$ cat src/rtl/drac_pkg.sv
// rtl/drac_pkg.sv - shared issue-stage types and constants
package drac_pkg;

  localparam int unsigned ISSUE_WIDTH = 2;

  typedef enum logic [1:0] {
    UNIT_ALU    = 2'd0,
    UNIT_BR     = 2'd1,
    UNIT_MEM    = 2'd2,
    UNIT_MULDIV = 2'd3
  } issue_unit_t;

  typedef enum logic {
    SCHED_RUN         = 1'b0,
    SCHED_SERIAL_WAIT = 1'b1
  } sched_state_t;

endpackage

$ cat src/rtl/iq_hazard_check.sv
// rtl/iq_hazard_check.sv - pairwise RAW/WAW/structural check between slot 0 and slot 1
import drac_pkg::*;

module iq_hazard_check (
  input  logic        rd0_we,
  input  logic [4:0]  rd0,
  input  issue_unit_t unit0,
  input  logic        rd1_we,
  input  logic [4:0]  rd1,
  input  logic        rs1_1_use,
  input  logic [4:0]  rs1_1,
  input  logic        rs2_1_use,
  input  logic [4:0]  rs2_1,
  input  issue_unit_t unit1,
  output logic        hazard
);

  logic raw;
  logic waw;
  logic structural;

  // x0 never carries a dependency, so a zero rd cannot cause RAW or WAW
  assign raw = rd0_we && (rd0 != 5'd0) &&
               ((rs1_1_use && (rs1_1 == rd0)) || (rs2_1_use && (rs2_1 == rd0)));
  assign waw = rd0_we && rd1_we && (rd0 != 5'd0) && (rd0 == rd1);
  assign structural = ((unit0 == UNIT_MEM) && (unit1 == UNIT_MEM)) ||
                      ((unit0 == UNIT_MULDIV) && (unit1 == UNIT_MULDIV));

  assign hazard = raw || waw || structural;

endmodule

$ cat src/rtl/iq_issue_scheduler.sv
// rtl/iq_issue_scheduler.sv - dual-issue in-order scheduler with serialization wait and perf counters
import drac_pkg::*;

module iq_issue_scheduler #(
  parameter int unsigned CNT_W = 32
) (
  input  logic                              clk_i,
  input  logic                              rstn_i,
  input  logic                              flush_i,
  input  logic        [ISSUE_WIDTH-1:0]      head_valid_i,
  input  logic        [ISSUE_WIDTH-1:0][4:0] head_rd_i,
  input  logic        [ISSUE_WIDTH-1:0][4:0] head_rs1_i,
  input  logic        [ISSUE_WIDTH-1:0][4:0] head_rs2_i,
  input  logic        [ISSUE_WIDTH-1:0]      head_rd_we_i,
  input  logic        [ISSUE_WIDTH-1:0]      head_rs1_use_i,
  input  logic        [ISSUE_WIDTH-1:0]      head_rs2_use_i,
  input  issue_unit_t [ISSUE_WIDTH-1:0]      head_unit_i,
  input  logic        [ISSUE_WIDTH-1:0]      head_serial_i,
  input  logic        [ISSUE_WIDTH-1:0]      ready_i,
  input  logic                              drain_done_i,
  input  logic                              clear_cnt_i,
  output logic        [ISSUE_WIDTH-1:0]      read_head_o,
  output logic        [ISSUE_WIDTH-1:0]      issue_valid_o,
  output logic                              busy_o,
  output logic        [CNT_W-1:0]            cnt_dual_o,
  output logic        [CNT_W-1:0]            cnt_single_o,
  output logic        [CNT_W-1:0]            cnt_stall_o
);

  sched_state_t             state_q, state_d;
  logic [ISSUE_WIDTH-1:0]   read_head;
  logic                     hazard;
  logic                     issue_ok;
  logic                     unused_slot0_srcs;

  // Slot 0 sources only matter to older, already-issued instructions
  assign unused_slot0_srcs = ^{head_rs1_i[0], head_rs2_i[0], head_rs1_use_i[0], head_rs2_use_i[0]};

  iq_hazard_check u_hazard (
    .rd0_we    (head_rd_we_i[0]),
    .rd0       (head_rd_i[0]),
    .unit0     (head_unit_i[0]),
    .rd1_we    (head_rd_we_i[1]),
    .rd1       (head_rd_i[1]),
    .rs1_1_use (head_rs1_use_i[1]),
    .rs1_1     (head_rs1_i[1]),
    .rs2_1_use (head_rs2_use_i[1]),
    .rs2_1     (head_rs2_i[1]),
    .unit1     (head_unit_i[1]),
    .hazard    (hazard)
  );

  assign issue_ok = rstn_i && !flush_i && (state_q == SCHED_RUN);

  always_comb begin
    read_head    = '0;
    state_d      = state_q;
    read_head[0] = issue_ok && head_valid_i[0] && ready_i[0];
    read_head[1] = read_head[0] && head_valid_i[1] && ready_i[1] &&
                   !head_serial_i[0] && !head_serial_i[1] && !hazard;
    case (state_q)
      SCHED_RUN:         if (read_head[0] && head_serial_i[0]) state_d = SCHED_SERIAL_WAIT;
      SCHED_SERIAL_WAIT: if (drain_done_i) state_d = SCHED_RUN;
      default:           state_d = SCHED_RUN;
    endcase
    if (flush_i) state_d = SCHED_RUN;
  end

  always_ff @(posedge clk_i) begin
    if (!rstn_i) begin
      state_q      <= SCHED_RUN;
      cnt_dual_o   <= '0;
      cnt_single_o <= '0;
      cnt_stall_o  <= '0;
    end else begin
      state_q <= state_d;
      if (clear_cnt_i) begin
        cnt_dual_o   <= '0;
        cnt_single_o <= '0;
        cnt_stall_o  <= '0;
      end else if (read_head == 2'b11) begin
        cnt_dual_o <= cnt_dual_o + 1'b1;
      end else if (read_head != 2'b00) begin
        cnt_single_o <= cnt_single_o + 1'b1;
      end else if (head_valid_i[0] && !flush_i) begin
        cnt_stall_o <= cnt_stall_o + 1'b1;
      end
    end
  end

  assign read_head_o   = read_head;
  assign issue_valid_o = read_head;
  assign busy_o        = (state_q == SCHED_SERIAL_WAIT);

endmodule

$ cat config.mk
export PLATFORM = sky130hd
export DESIGN_NAME = iq_issue_scheduler
export DESIGN_NICKNAME = d
export VERILOG_FILES = /design/src/rtl/drac_pkg.sv /design/src/rtl/iq_hazard_check.sv /design/src/rtl/iq_issue_scheduler.sv
export SDC_FILE = /design/constraint.sdc
export NUM_CORES = 1
export LEC_CHECK = 0
export ABC_CLOCK_PERIOD_IN_PS = 3300
export CAP_MARGIN = 20
export CORE_AREA = 10 10 119 121
export DETAILED_ROUTE_END_ITERATION = 10
export DIE_AREA = 0 0 129 131
export GPL_ROUTABILITY_DRIVEN = 0
export PLACE_DENSITY = 0.79
export SYNTH_ARGS = -nofsm -noshare
export SYNTH_HDL_FRONTEND = slang
export SYNTH_HIERARCHICAL = 1
export SYNTH_SLANG_ARGS = --single-unit
$ cat constraint.sdc
create_clock -name clk_i -period 3.3 [get_ports clk_i]
set_input_delay 0.495 -clock clk_i [delete_from_list [all_inputs] [get_ports clk_i]]
set_output_delay 0.495 -clock clk_i [all_outputs]
set_load 0.05 [all_outputs]
-- After elaboration in Yosys (flattened, before gate mapping)
Index checks and enable logic that the tools add are counted.
- logic and storage cells: 56
- memory bits (read-only): 0
- register bits: 97
- latch bits: 0
- output and inout bits: 101
- input bits: 51
- memories kept: 0
- memory bits (writable): 0
- bitwise logic cells: 4
- reductions and logical operators: 34
- multipliers: 0
- add/sub/neg operators: 3
- div/mod/pow operators: 0
- shift-type cells: 0
- multiplexer cells: 3
- eq/ne operators: 8
- order comparisons: 0
- operators by type and width (operator ; count):
    $add A32 B1 Y32 const B ; 3
    $logic_and A1 B1 Y1 ; 20
    $eq A5 B5 Y1 ; 3
    $eq A2 B2 Y1 const B ; 5
    $reduce_bool A5 Y1 ; 1
    $logic_not A1 Y1 ; 4
    $logic_or A1 B1 Y1 ; 4
    $not A1 Y1 ; 4
    $reduce_or A2 Y1 ; 2
    $reduce_and A3 Y1 ; 1
    $mux W1 ; 2
    $pmux W1 S2 ; 1
    $reduce_and A2 Y1 ; 1
    $reduce_bool A2 Y1 ; 1

-- Depth between registers and ports, before layout
- depth after elaboration: 13
- depth in mapped cells: 14
- gate-level depth less buffers: 12

-- By module
The synthesis kept the hierarchy.
- modules (own cells, without submodules) (module ; instances ; sequential area each (um2) ; cells each ; area each (um2)):
    iq_issue_scheduler ; 1 ; 1941.9 ; 548 ; 4668.2
    iq_hazard_check ; 1 ; 0.0 ; 26 ; 201.4

-- Worst setup path after synthesis
No wires, ideal clock.
- path kind: input to register
- from: in head_rd_i[1] in the netlist's numbering
- to: reg cnt_dual_o[28]
- arrival time: 3.905 ns
- slack: -0.675 ns
- stages on the path: 12
- library setup time: 0.070 ns
- path buffers: 1
- required time: 3.230 ns
- cells stage by stage: or4_1 > o21ai_1 > a31oi_1 > a31o_1 > or4_1 > inv_1 > ha_1 > nand4_2 > or3_1 > clkbuf_1 > or4_1 > a21oi_1
- cells in the longest elaborated chain, start to end: 9
- elaborated cells on any way between the ends: 16
- those cells by class: eq/ne: 4; reduce/logical: 12
- ends and longest elaborated chain (what ; RTL line ; source):
    start, declared ; iq_issue_scheduler.sv:11 ; input logic [ISSUE_WIDTH-1:0][4:0] head_rd_i,
    $eq A5 B5 Y1 ; iq_hazard_check.sv:24 ; ((rs1_1_use && (rs1_1 == rd0)) || (rs2_1_use && (rs2_1 == rd0)));
    $logic_and A1 B1 Y1 ; iq_hazard_check.sv:24 ;
    $logic_or A1 B1 Y1 ; iq_hazard_check.sv:24 ;
    $logic_and A1 B1 Y1 ; iq_hazard_check.sv:23 ; assign raw = rd0_we && (rd0 != 5'd0) &&
    $logic_or A1 B1 Y1 * (2 in series) ; iq_hazard_check.sv:29 ; assign hazard = raw || waw || structural;
    net hazard ; iq_issue_scheduler.sv:32 ; logic hazard;
    $logic_not A1 Y1 * ; iq_issue_scheduler.sv:60 ; !head_serial_i[0] && !head_serial_i[1] && !hazard;
    $logic_and A1 B1 Y1 * ; iq_issue_scheduler.sv:60 ;
    net issue_valid_o[1] ; iq_issue_scheduler.sv:23 ; output logic [ISSUE_WIDTH-1:0] issue_valid_o,
    $eq A2 B2 Y1 * ; iq_issue_scheduler.sv:81 ; end else if (read_head == 2'b11) begin
    end signal, assigned ; iq_issue_scheduler.sv:82 ; cnt_dual_o <= cnt_dual_o + 1'b1;
    end, declared ; iq_issue_scheduler.sv:25 ; output logic [CNT_W-1:0] cnt_dual_o,
The timed path passes the listed nets; every way through them passes the cells marked *.
A chain may end at the register's enable or synchronous reset.

-- Worst setup path in the final report
- from: in head_rd_i[3] in the netlist's numbering
- to: reg cnt_dual_o[28]
- cells in the longest elaborated chain, start to end: 9
- elaborated cells on any way between the ends: 16
- those cells by class: eq/ne: 4; reduce/logical: 12
- ends and longest elaborated chain (what ; RTL line):
    $eq A5 B5 Y1 ; iq_hazard_check.sv:24
    $logic_and A1 B1 Y1 ; iq_hazard_check.sv:24
    $logic_or A1 B1 Y1 ; iq_hazard_check.sv:24
    $logic_and A1 B1 Y1 ; iq_hazard_check.sv:23
    $logic_or A1 B1 Y1 * (2 in series) ; iq_hazard_check.sv:29
    net hazard ; iq_issue_scheduler.sv:32
    $logic_not A1 Y1 * ; iq_issue_scheduler.sv:60
    $logic_and A1 B1 Y1 * ; iq_issue_scheduler.sv:60
    $eq A2 B2 Y1 * ; iq_issue_scheduler.sv:81
Marked as above.

==> impl_metrics.tcl <==
set metrics [dict create \
    met3_usage 0.0604 \
    worstPathRequired_ns 3.57 \
    grt_overflow 0 \
    die_h_um 131 \
    maxCapViolCount 0 \
    start_util 0.412 \
    pwr-share-seq 0.504 \
    end_kind "flop" \
    multi_input_area_mm2 0.00286 \
    netlist_top_cells_area "dfxtp_1 (40%), xor2_1 (5.0%), a21oi_1 (4.9%)" \
    power_density_mw_per_mm2 330 \
    ys_ff_latch 97 \
    crit_top_cell "or4_4" \
    seq_area_mm2 0.00194 \
    ys_seq_area_frac 0.399 \
    die_area_mm2 0.0169 \
    worstSetupPathType "primary input to flop" \
    grt_usage 0.169 \
    clk_pin_slew_worst_paths_ns 0.07 \
    h-tree-depth 3 \
    nNetsFinal 789 \
    clock_latency_ns 0.34 \
    finalWirelength_um 14500 \
    slowest_delay_ns 0.52 \
    drive_gt1_frac 0.123 \
    cp.arrival_ns 3.46 \
    nFillCells 1028 \
    synthCells 574 \
    synthArstFlopShare 0 \
    cts_tree "yes" \
    cts_sinks 97 \
    leakage_nw 2.26 \
    place.port_buffers 139 \
    busiest_layer "met2" \
    syn_area_mm2 0.00487 \
    swShare 0.217 \
    grtUsageMet1 0.186 \
    cts_root_buffer "clkbuf_16" \
    p_int_mw 1.82 \
    core_area_mm2 0.0118 \
    switching_power_uw 505 \
    fmax_ghz 0.313 \
    synthTopCellsByCount "dfxtp_1 (97), a21oi_1 (48), nand2_1 (42)" \
    die_width_um 129 \
    yosys_warnings 6 \
    fp-row-count 40 \
    setup_violations 0 \
    ant_nets 0 \
    dpl.cell_count 864 \
    finalCriticalPeriod_ns 3.20 \
    synthMostInstantiatedCell "dfxtp_1" \
    avgSynthCellArea_um2 8.48 \
    skew_ns 0.00721 \
    slowest_stage "or4_4" \
    grt_max_degree 45 \
    clockBufferDepth 2 \
    worst_pin_slew_ns 0.937 \
    grt_pass1_wl_um 23700 \
    drtIter0Drc 332 \
    first_pass_iters 5 \
    hpwl_um 11000 \
    antenna_cells 0 \
    synthFlopType "dfxtp_1" \
    wl_per_cell_um 16.4 \
    hold_path.class "flop to flop" \
    final.hold.worst_slack_ns 0.479 \
    grt_util_met2 0.299 \
    yosys.area.top_type "dfxtp_1" \
    clkPwrFrac 0.440 \
    ys_types 44 \
    antenna_found_initial 0 \
    p_comb_frac 0.056 \
    syn_to_final_growth_pct 44.8 \
    startpoint_type "primary input" \
    synth_edf_count 0 \
    outcome "completed" \
    rsz0062_at_grt "true" \
    numCtsBuffers 9 \
    viasPerCell 5.66 \
    ir_drop_mv 0.201 \
    place_worst_setup_slack_ns -0.700 \
    path_max_fanout 7 \
    final_cells 884 \
    maxSlewHeadroom 0.376 \
    netlist.area_leader.share 0.399 \
    vias 5002 \
    synthesis.nets 630 \
    layout_setup_ws_ns 0.104 \
    fin_crit_sh 0.968 \
    crit_chain "clkdlybuf4s15_1 > or4_4 > o21ai_2 > a31oi_1 > a31o_1 > or4_4 > clkinvlp_4 > ha_4 > nand4_4 > or3_4 > or4_4 > a21oi_1" \
    hold_violations 0 \
    drcViolationCount 0 \
    maxSlewViolCount 0 \
    ioPinCount 152 \
    grt_pass1_vias 4822 \
]
==> worst paths after layout <==
path,from,endpoint,slack [ns],depth (start not counted)
setup / recovery,head_rd_i[3],cnt_dual_o[28],0.10,12
setup reg to reg,busy_o,cnt_dual_o[28],0.50,9
hold / removal,cnt_dual_o[31],cnt_dual_o[31],0.48,2
hold reg to reg,cnt_dual_o[31],cnt_dual_o[31],0.48,2
==> layout by cell type, fill, tap and decap left out, types with 4 or more instances in the layout <==
| cell | count |
|---|---|
| nor4_1 | 8 |
| nand2b_1 | 11 |
| clkdlybuf4s50_1 | 120 |
| o31ai_1 | 23 |
| nor3_1 | 4 |
| xnor2_1 | 18 |
| dfxtp_1 | 97 |
| and4_1 | 18 |
| o41ai_1 | 4 |
| nor4_2 | 4 |
| nor2_1 | 37 |
| clkbuf_16 | 9 |
| o21ai_0 | 22 |
| and2_1 | 4 |
| or3_1 | 23 |
| nand2_1 | 42 |
| inv_1 | 12 |
| or4_4 | 4 |
| buf_4 | 43 |
| and3_1 | 7 |
| dlygate4sd2_1 | 11 |
| nand4_1 | 28 |
| mux2i_1 | 11 |
| a21oi_1 | 48 |
| or4_1 | 23 |
| clkinvlp_4 | 4 |
| nand3_1 | 28 |
| buf_12 | 4 |
| xor2_1 | 28 |
==> metal layers <==
layer | part of all wire | wire length, um
met1 | 0.41 | 5950
met2 | 0.49 | 7110
met3 | 0.083 | 1200
met4 | 0.015 | 222
met5 | 0 | 0
==> power by group through the flow <==
stage,clock network [mW],registers (mW),logic [mW]
3_3_place_gp,0,1.20,0.131
5_1_grt,1.08,1.17,0.141
2_1_floorplan,0,1.20,0.0498
4_1_cts,1.04,1.17,0.132
3_5_place_dp,0,1.20,0.136
6_report,1.02,1.17,0.131
==> cells by family after synthesis <==
| logic type | Yosys count | share of synthesized area |
|---|---|---|
| compound gates | 110 | 0.135 |
| simple gates | 255 | 0.303 |
| fa+ha+maj | 5 | 0.0128 |
| mux | 12 | 0.0249 |
| buf+inv | 48 | 0.0411 |
| xor+xnor | 47 | 0.0845 |
| flops | 97 | 0.399 |
==> critical path, delay by kind of cell <==
kind	cells	cell delay (ns)
buffers and inverters	2	0.32
adder cells (fa/ha/maj)	1	0.16
AND/OR/NAND/NOR	5	1.94
AO/OA/AOI/OAI	4	0.54
==> stage by stage <==
step	cell area [um2]	power (mW)	setup TNS, ns	util
floorplan	4940	1.25	-3.05	-
global placement	6680	1.33	-27.46	0.566
detailed placement	6680	1.33	-38.54	0.566
CTS	7030	2.35	0	0.595
global route	7050	2.40	-0.126	0.597
finish	7050	2.33	0	0.597
==> sequential cells by signal, indices dropped and copies added, names as in the netlist <==
name / cells
cnt_stall_o: 32
cnt_dual_o: 32
busy_o: 1
cnt_single_o: 32
==> layout make-up <==
| type | instances | share of cell area |
|---|---|---|
| Clock buffer | 10 | 0.0325 |
| Multi-Input combinational cell | 430 | 0.406 |
| Clock inverter | 5 | 0.00816 |
| Timing Repair Buffer | 182 | 0.245 |
| Inverter | 13 | 0.00745 |
| Sequential cell | 97 | 0.275 |
| Tap cell | 147 | 0.0261 |
==> what timing repair did <==
action,4_1_cts,5_1_grt
resized for setup,35,4
hold buffers,0,0
pin swaps,25,6
buffers inserted,4,0
setup endpoints to repair,60,35
cloned,1,0
No activity file was read; power rests on OpenSTA's default activity.
